===== src/rtl/pc_pkg.sv =====
// Shared types and default vectors for the program-counter generator.
// Optional feature macro: PC_GEN_COMPRESSED_EN (see pc_next_mux / pc_gen).
package pc_pkg;

    typedef enum logic [1:0] {
        BOOT = 2'd0,
        RUN  = 2'd1,
        HALT = 2'd2
    } pc_state_t;

    typedef enum logic [1:0] {
        SEL_HOLD     = 2'd0,
        SEL_INC      = 2'd1,
        SEL_REDIRECT = 2'd2,
        SEL_TRAP     = 2'd3
    } next_sel_t;

    localparam logic [31:0] PC_RESET_VECTOR_DEF = 32'h0000_0000;
    localparam logic [31:0] PC_TRAP_VECTOR_DEF  = 32'h0000_0100;
    localparam int          PC_INC_DEF          = 4;

endpackage


===== src/rtl/pc_next_mux.sv =====
// Combinational next-PC selection: trap > redirect > hold > increment.
// With PC_GEN_COMPRESSED_EN defined, is_compressed selects a 2-byte step and
// only bit 0 of a redirect target is checked for alignment.
module pc_next_mux
    import pc_pkg::*;
#(
    parameter int              XLEN        = 32,
    parameter logic [XLEN-1:0] TRAP_VECTOR = XLEN'(PC_TRAP_VECTOR_DEF),
    parameter int              INC         = PC_INC_DEF
) (
    input  pc_state_t         state,
    input  logic [XLEN-1:0]   pc,
    input  logic              stall,
    input  logic              fetch_ready,
    input  logic              redirect_valid,
    input  logic [XLEN-1:0]   redirect_target,
    input  logic              redirect_is_jalr,
    input  logic              trap_valid,
`ifdef PC_GEN_COMPRESSED_EN
    input  logic              is_compressed,
`endif
    output next_sel_t         next_sel,
    output logic [XLEN-1:0]   next_pc,
    output logic [XLEN-1:0]   redirect_eff,
    output logic              misalign_hit
);

    // JALR targets have bit 0 cleared before any other use.
    function automatic logic [XLEN-1:0] eff_target(input logic [XLEN-1:0] t,
                                                   input logic jalr);
        logic [XLEN-1:0] r;
        r = t;
        if (jalr) r[0] = 1'b0;
        return r;
    endfunction

    function automatic logic is_misaligned(input logic [XLEN-1:0] t);
`ifdef PC_GEN_COMPRESSED_EN
        return t[0];
`else
        return |t[1:0];
`endif
    endfunction

    logic [XLEN-1:0] inc_amt;

`ifdef PC_GEN_COMPRESSED_EN
    assign inc_amt = is_compressed ? XLEN'(2) : XLEN'(INC);
`else
    assign inc_amt = XLEN'(INC);
`endif

    assign redirect_eff = eff_target(redirect_target, redirect_is_jalr);

    // Priority decode of the PC source; BOOT always holds, HALT only reacts to traps.
    always_comb begin
        next_sel     = SEL_HOLD;
        misalign_hit = 1'b0;
        unique case (state)
            RUN: begin
                if (trap_valid) begin
                    next_sel = SEL_TRAP;
                end else if (redirect_valid) begin
                    if (is_misaligned(redirect_eff)) begin
                        next_sel     = SEL_TRAP;
                        misalign_hit = 1'b1;
                    end else begin
                        next_sel = SEL_REDIRECT;
                    end
                end else if (stall || !fetch_ready) begin
                    next_sel = SEL_HOLD;
                end else begin
                    next_sel = SEL_INC;
                end
            end
            HALT: begin
                if (trap_valid) next_sel = SEL_TRAP;
            end
            default: next_sel = SEL_HOLD;
        endcase
    end

    // Address selected by the decode above; the increment wraps modulo 2^XLEN.
    always_comb begin
        next_pc = pc;
        unique case (next_sel)
            SEL_TRAP:     next_pc = TRAP_VECTOR;
            SEL_REDIRECT: next_pc = redirect_eff;
            SEL_INC:      next_pc = pc + inc_amt;
            default:      next_pc = pc;
        endcase
    end

endmodule


===== src/rtl/pc_gen.sv =====
// Program-counter generator: holds the fetch PC, the BOOT/RUN/HALT FSM,
// the exception PC and the misalignment pulse. Next-PC logic lives in
// pc_next_mux. Optional feature macro: PC_GEN_COMPRESSED_EN adds the
// is_compressed input (2-byte sequential step, 2-byte-aligned redirects).
module pc_gen
    import pc_pkg::*;
#(
    parameter int              XLEN         = 32,
    parameter logic [XLEN-1:0] RESET_VECTOR = XLEN'(PC_RESET_VECTOR_DEF),
    parameter logic [XLEN-1:0] TRAP_VECTOR  = XLEN'(PC_TRAP_VECTOR_DEF),
    parameter int              INC          = PC_INC_DEF
) (
    input  logic              clk,
    input  logic              a_reset_n,
    input  logic              stall,
    input  logic              redirect_valid,
    input  logic [XLEN-1:0]   redirect_target,
    input  logic              redirect_is_jalr,
    input  logic              trap_valid,
    input  logic              halt_req,
    input  logic              resume,
    input  logic              fetch_ready,
`ifdef PC_GEN_COMPRESSED_EN
    input  logic              is_compressed,
`endif
    output logic              fetch_valid,
    output logic [XLEN-1:0]   cmd_address_current,
    output logic [XLEN-1:0]   cmd_address_next,
    output logic [XLEN-1:0]   epc,
    output logic              misaligned
);

    pc_state_t       state;
    pc_state_t       state_next;
    next_sel_t       next_sel;
    logic [XLEN-1:0] pc;
    logic [XLEN-1:0] next_pc;
    logic [XLEN-1:0] redirect_eff;
    logic            misalign_hit;

    pc_next_mux #(
        .XLEN        (XLEN),
        .TRAP_VECTOR (TRAP_VECTOR),
        .INC         (INC)
    ) u_next_mux (
        .state            (state),
        .pc               (pc),
        .stall            (stall),
        .fetch_ready      (fetch_ready),
        .redirect_valid   (redirect_valid),
        .redirect_target  (redirect_target),
        .redirect_is_jalr (redirect_is_jalr),
        .trap_valid       (trap_valid),
`ifdef PC_GEN_COMPRESSED_EN
        .is_compressed    (is_compressed),
`endif
        .next_sel         (next_sel),
        .next_pc          (next_pc),
        .redirect_eff     (redirect_eff),
        .misalign_hit     (misalign_hit)
    );

    assign cmd_address_current = pc;
    assign cmd_address_next    = next_pc;

    // PC, exception PC and one-cycle misalignment pulse.
    always_ff @(posedge clk or negedge a_reset_n) begin
        if (!a_reset_n) begin
            pc         <= RESET_VECTOR;
            epc        <= '0;
            misaligned <= 1'b0;
        end else begin
            pc         <= next_pc;
            misaligned <= misalign_hit;
            if (next_sel == SEL_TRAP) begin
                // A misaligned redirect records the offending target, a real trap the current PC.
                epc <= misalign_hit ? redirect_eff : pc;
            end
        end
    end

    // FSM state register.
    always_ff @(posedge clk or negedge a_reset_n) begin
        if (!a_reset_n) begin
            state <= BOOT;
        end else begin
            state <= state_next;
        end
    end

    // FSM next state and fetch request; a trap beats halt_req, halt_req beats resume.
    always_comb begin
        state_next  = state;
        fetch_valid = 1'b0;
        unique case (state)
            BOOT: begin
                state_next = RUN;
            end
            RUN: begin
                fetch_valid = 1'b1;
                if (trap_valid)    state_next = RUN;
                else if (halt_req) state_next = HALT;
            end
            HALT: begin
                if (trap_valid)    state_next = RUN;
                else if (halt_req) state_next = HALT;
                else if (resume)   state_next = RUN;
            end
            default: state_next = BOOT;
        endcase
    end

endmodule


===== config.mk =====
export PLATFORM = sky130hd
export DESIGN_NAME = pc_gen
export DESIGN_NICKNAME = d
export VERILOG_FILES = /design/src/rtl/pc_pkg.sv /design/src/rtl/pc_next_mux.sv /design/src/rtl/pc_gen.sv
export SDC_FILE = /design/constraint.sdc
export NUM_CORES = 1
export LEC_CHECK = 0
export CORE_UTILIZATION = 46
export CTS_CLUSTER_SIZE = 8
export DETAILED_ROUTE_END_ITERATION = 6
export PLACE_DENSITY = 0.79
export SLEW_MARGIN = 25
export SYNTH_ARGS = -nofsm -noshare
export SYNTH_HDL_FRONTEND = slang
export SYNTH_SLANG_ARGS = --single-unit

===== constraint.sdc =====
create_clock -name clk -period 5.35 [get_ports clk]
set_clock_uncertainty 0.1 [all_clocks]
set_input_delay 0.8025 -clock clk [delete_from_list [all_inputs] [get_ports clk]]
set_output_delay 0.8025 -clock clk [all_outputs]
set_load 0.005 [all_outputs]

==> out/summary.txt <==
status: finished, final reports clean
kind of critical path: in -> out
sequential area share after synthesis: 0.458
Post-Layout Cell Count: 635
Post-synth EDFFs: 0
antenna violations before repair: 0
Final Hold Viols: 0
WP buf/inv: 2
Final nets: 576
Cell Rows: 32
diode count: 0
Die ar.: 8320 sq um
Hold Buf Count CTS: 0
CP cell instances: clkdlybuf4s50_1 -> a21o_1 -> o311a_1 -> nand4_1 -> o311ai_0 -> clkdlybuf4s50_1
WHS Path Cells: 2
Root Driver: clkbuf_8
setup ws final: 0.994 ns
post_cts resized: 0
final setup vio count: 0
CP Data Required Time: 4.45 ns
total number of vias: 3758
utilization after layout: 0.688
count of pins over their slew limit: 0
setup repair bufs after CTS: 0
Setup TNS Final: 0 ns
worst-path maximum fanout: 11
depth of the worst register-to-register path: 6
Power Density: 478 nW/um^2
Syn Inst Count: 401
Cell Area, Synth: 3660 sq um
Hold Crit Class: reg -> reg
max cap viols: 0
R2R setup slack: 2.72 ns
syn_area_per_cell: 9.13 sq um
clock sinks: 67
drt drc: 0
clock buffer depth: 2
Startpoint Class: primary input
Fillers: 624
Final Power: 2.54 mW
ys async rst share: 1.00
RSZ-0062 raised after global routing: false
top_reg_cell synth: dfrtp_1
CP max stage delay: 0.73 ns
DP HPWL: 7650 microns
Post-Place Cells: 621
transition time of the tightest slew-check pin: 1.05 ns
Max transition margin: 0.302
Clk Latency, worst-skew pair: 0.34 ns
I/O pins: 139
Crit path top cell by count: clkdlybuf4s50_1
global placer's final weighted congestion: 0.839
fraction of the cycle the final worst path needs: 0.814
Worst path depth: 6
I/O Buffers: 138
max frequency: 0.230 GHz
Distinct cells, synth: 47
slowest cell on the critical path: clkdlybuf4s50_1
LEAKAGE: 2.28 nW
share of cells above drive strength 1: 0.0563
Synth Net Count: 447
CTS tree: done
post-place setup slack: 1.02 ns
VDD IR max: 0.234 mV
H-tree depth: 3
vias in the first global route: 3580
Setup crit end kind: output port
flops & latches, synth: 67
first-pass GRT wire length: 18100 microns
Vias/cell: 5.92
largest net degree at the start of global routing: 68
Syn-to-layout area delta: 45.1%
DR WL/cell: 17.4 microns
delay-heaviest family, CP: buffers and inverters
sink of the worst hold path: epc[5]
Die W: 91.2 microns
total track usage: 0.274
CTS clk-pin slew, worst paths: 0.07 ns
TritonCTS Buffers: 9
Worst Path Arrival: 3.45 ns
worst reg2reg startpoint: state[1]
final wirelength: 11100 microns
CORE AREA: 7730 sq um
Antenna Violating Nets Remaining: 0
DIE HEIGHT: 91.2 microns
initial core utilization: 0.474
GRT Residual Overflow: 0
yosys warns: 0
Pre-antenna DRT Iters: 5
Tmin final: 4.36 ns
hold path startpoint: epc[5]
FF-to-FF End: epc[7]
initial drt markers: 288
-- stage by stage --
stage	instance area, sq um	hold slack, ns
after floorplan	3660	0.406
after global placement	5130	0.412
after detailed placement	5130	0.423
after CTS	5310	0.438
after global routing	5310	0.471
final	5310	0.432
-- cell usage after synthesis, types with 2 or more instances --
master,count,share of area
mux2i_1,32,0.087
buf_2,7,0.0096
nor3_1,7,0.0096
nor2b_1,3,0.0051
o31ai_1,2,0.0041
clkbuf_1,18,0.018
and2_1,3,0.0051
a221o_1,3,0.0082
o21ai_0,25,0.034
o211ai_1,9,0.018
a22oi_1,3,0.0062
ha_1,5,0.017
o311ai_0,8,0.019
nand2_1,31,0.032
a21o_1,3,0.0062
dfrtp_1,67,0.46
a41oi_1,4,0.0096
and3_1,2,0.0034
nand4_1,8,0.014
inv_1,10,0.010
nand3_1,30,0.041
a21oi_1,41,0.056
nor2_1,44,0.045
a31oi_1,7,0.012
or4_1,3,0.0062
or3_1,4,0.0068
nor4_1,2,0.0034
-- tightest hold or removal path: cells and delay by family, from the launching register on --
family / cells / cell delay, ns
AO/OA/AOI/OAI: 1 / 0.10
flip-flops: 1 / 0.34
AND/OR/NAND/NOR: 1 / 0.05
-- cell families (layout without fill, tap and decap cells) --
| logic type | Yosys count | in the layout | share of synthesized area |
|---|---|---|---|
| fa+ha+maj | 5 | 5 | 0.0171 |
| mux | 32 | 32 | 0.0875 |
| flops | 67 | 67 | 0.458 |
| buf+inv | 37 | 169 | 0.0414 |
| simple gates | 147 | 147 | 0.203 |
| compound gates | 113 | 113 | 0.193 |
-- layout make-up --
class / instances / area [sq um] / area share
multi-input cells: 297 / 1860 / 0.350
flip-flops and latches: 67 / 1680 / 0.316
repair buffers: 145 / 1430 / 0.269
clock buffers: 11 / 141 / 0.0266
well taps: 102 / 128 / 0.0240
clock inverters: 3 / 40.0 / 0.00753
inverters: 10 / 37.5 / 0.00706
-- registers in the layout, summed over array words and instances (netlist names) --
signal / count
state: 2
misaligned: 1
epc: 32
cmd_address_current: 32
-- power by group --
part	total, mW	leakage (nW)	switching [mW]	internal [mW]
sequential	0.919	0.852	0.207	0.712
clock	0.405	0.0950	0.184	0.221
combinational	1.21	1.33	0.515	0.699
-- layout by cell type, fill, tap and decap left out, types with 2 or more instances in the layout --
cell and count:
clkdlybuf4s50_1 137, a221o_1 3, or3_1 3, nand2_1 31, clkbuf_8 10, a41oi_1 4
o311ai_0 7, inv_1 10, a31oi_1 7, and3_1 2, o21ai_0 25, dfrtp_1 67
buf_4 7, o31ai_1 2, ha_1 5, a21o_1 3, clkinv_2 2, nor3_1 7
nand3_1 30, o211ai_1 9, mux2i_1 32, nor4_1 2, a22oi_1 3, a21oi_1 40
nand4_1 8, and2_1 3, nor2b_1 3, nor2_1 44, or4_1 3
-- per-layer routing --
metal | global-route usage | routed length, microns | vias to the layer above
li1 | - | - | 1741
met1 | 0.363 | 4830 | 1821
met2 | 0.436 | 5220 | 176
met3 | 0.0561 | 750 | 20
met4 | 0.119 | 274 | 0
met5 | 0 | 0 | -
-- worst max-delay path by stage --
| stage | from | end | slack, ns |
|---|---|---|---|
| after CTS | trap_valid | cmd_address_next[27] | 1.01 |
| after floorplan | trap_valid | cmd_address_next[18] | 2.38 |
| after detailed placement | trap_valid | cmd_address_next[27] | 1.02 |
| after global placement | trap_valid | cmd_address_next[25] | 1.07 |
| final | trap_valid | cmd_address_next[27] | 0.99 |
| after global routing | trap_valid | cmd_address_next[27] | 0.77 |
Note: power is estimated with default switching activity, not from simulation.
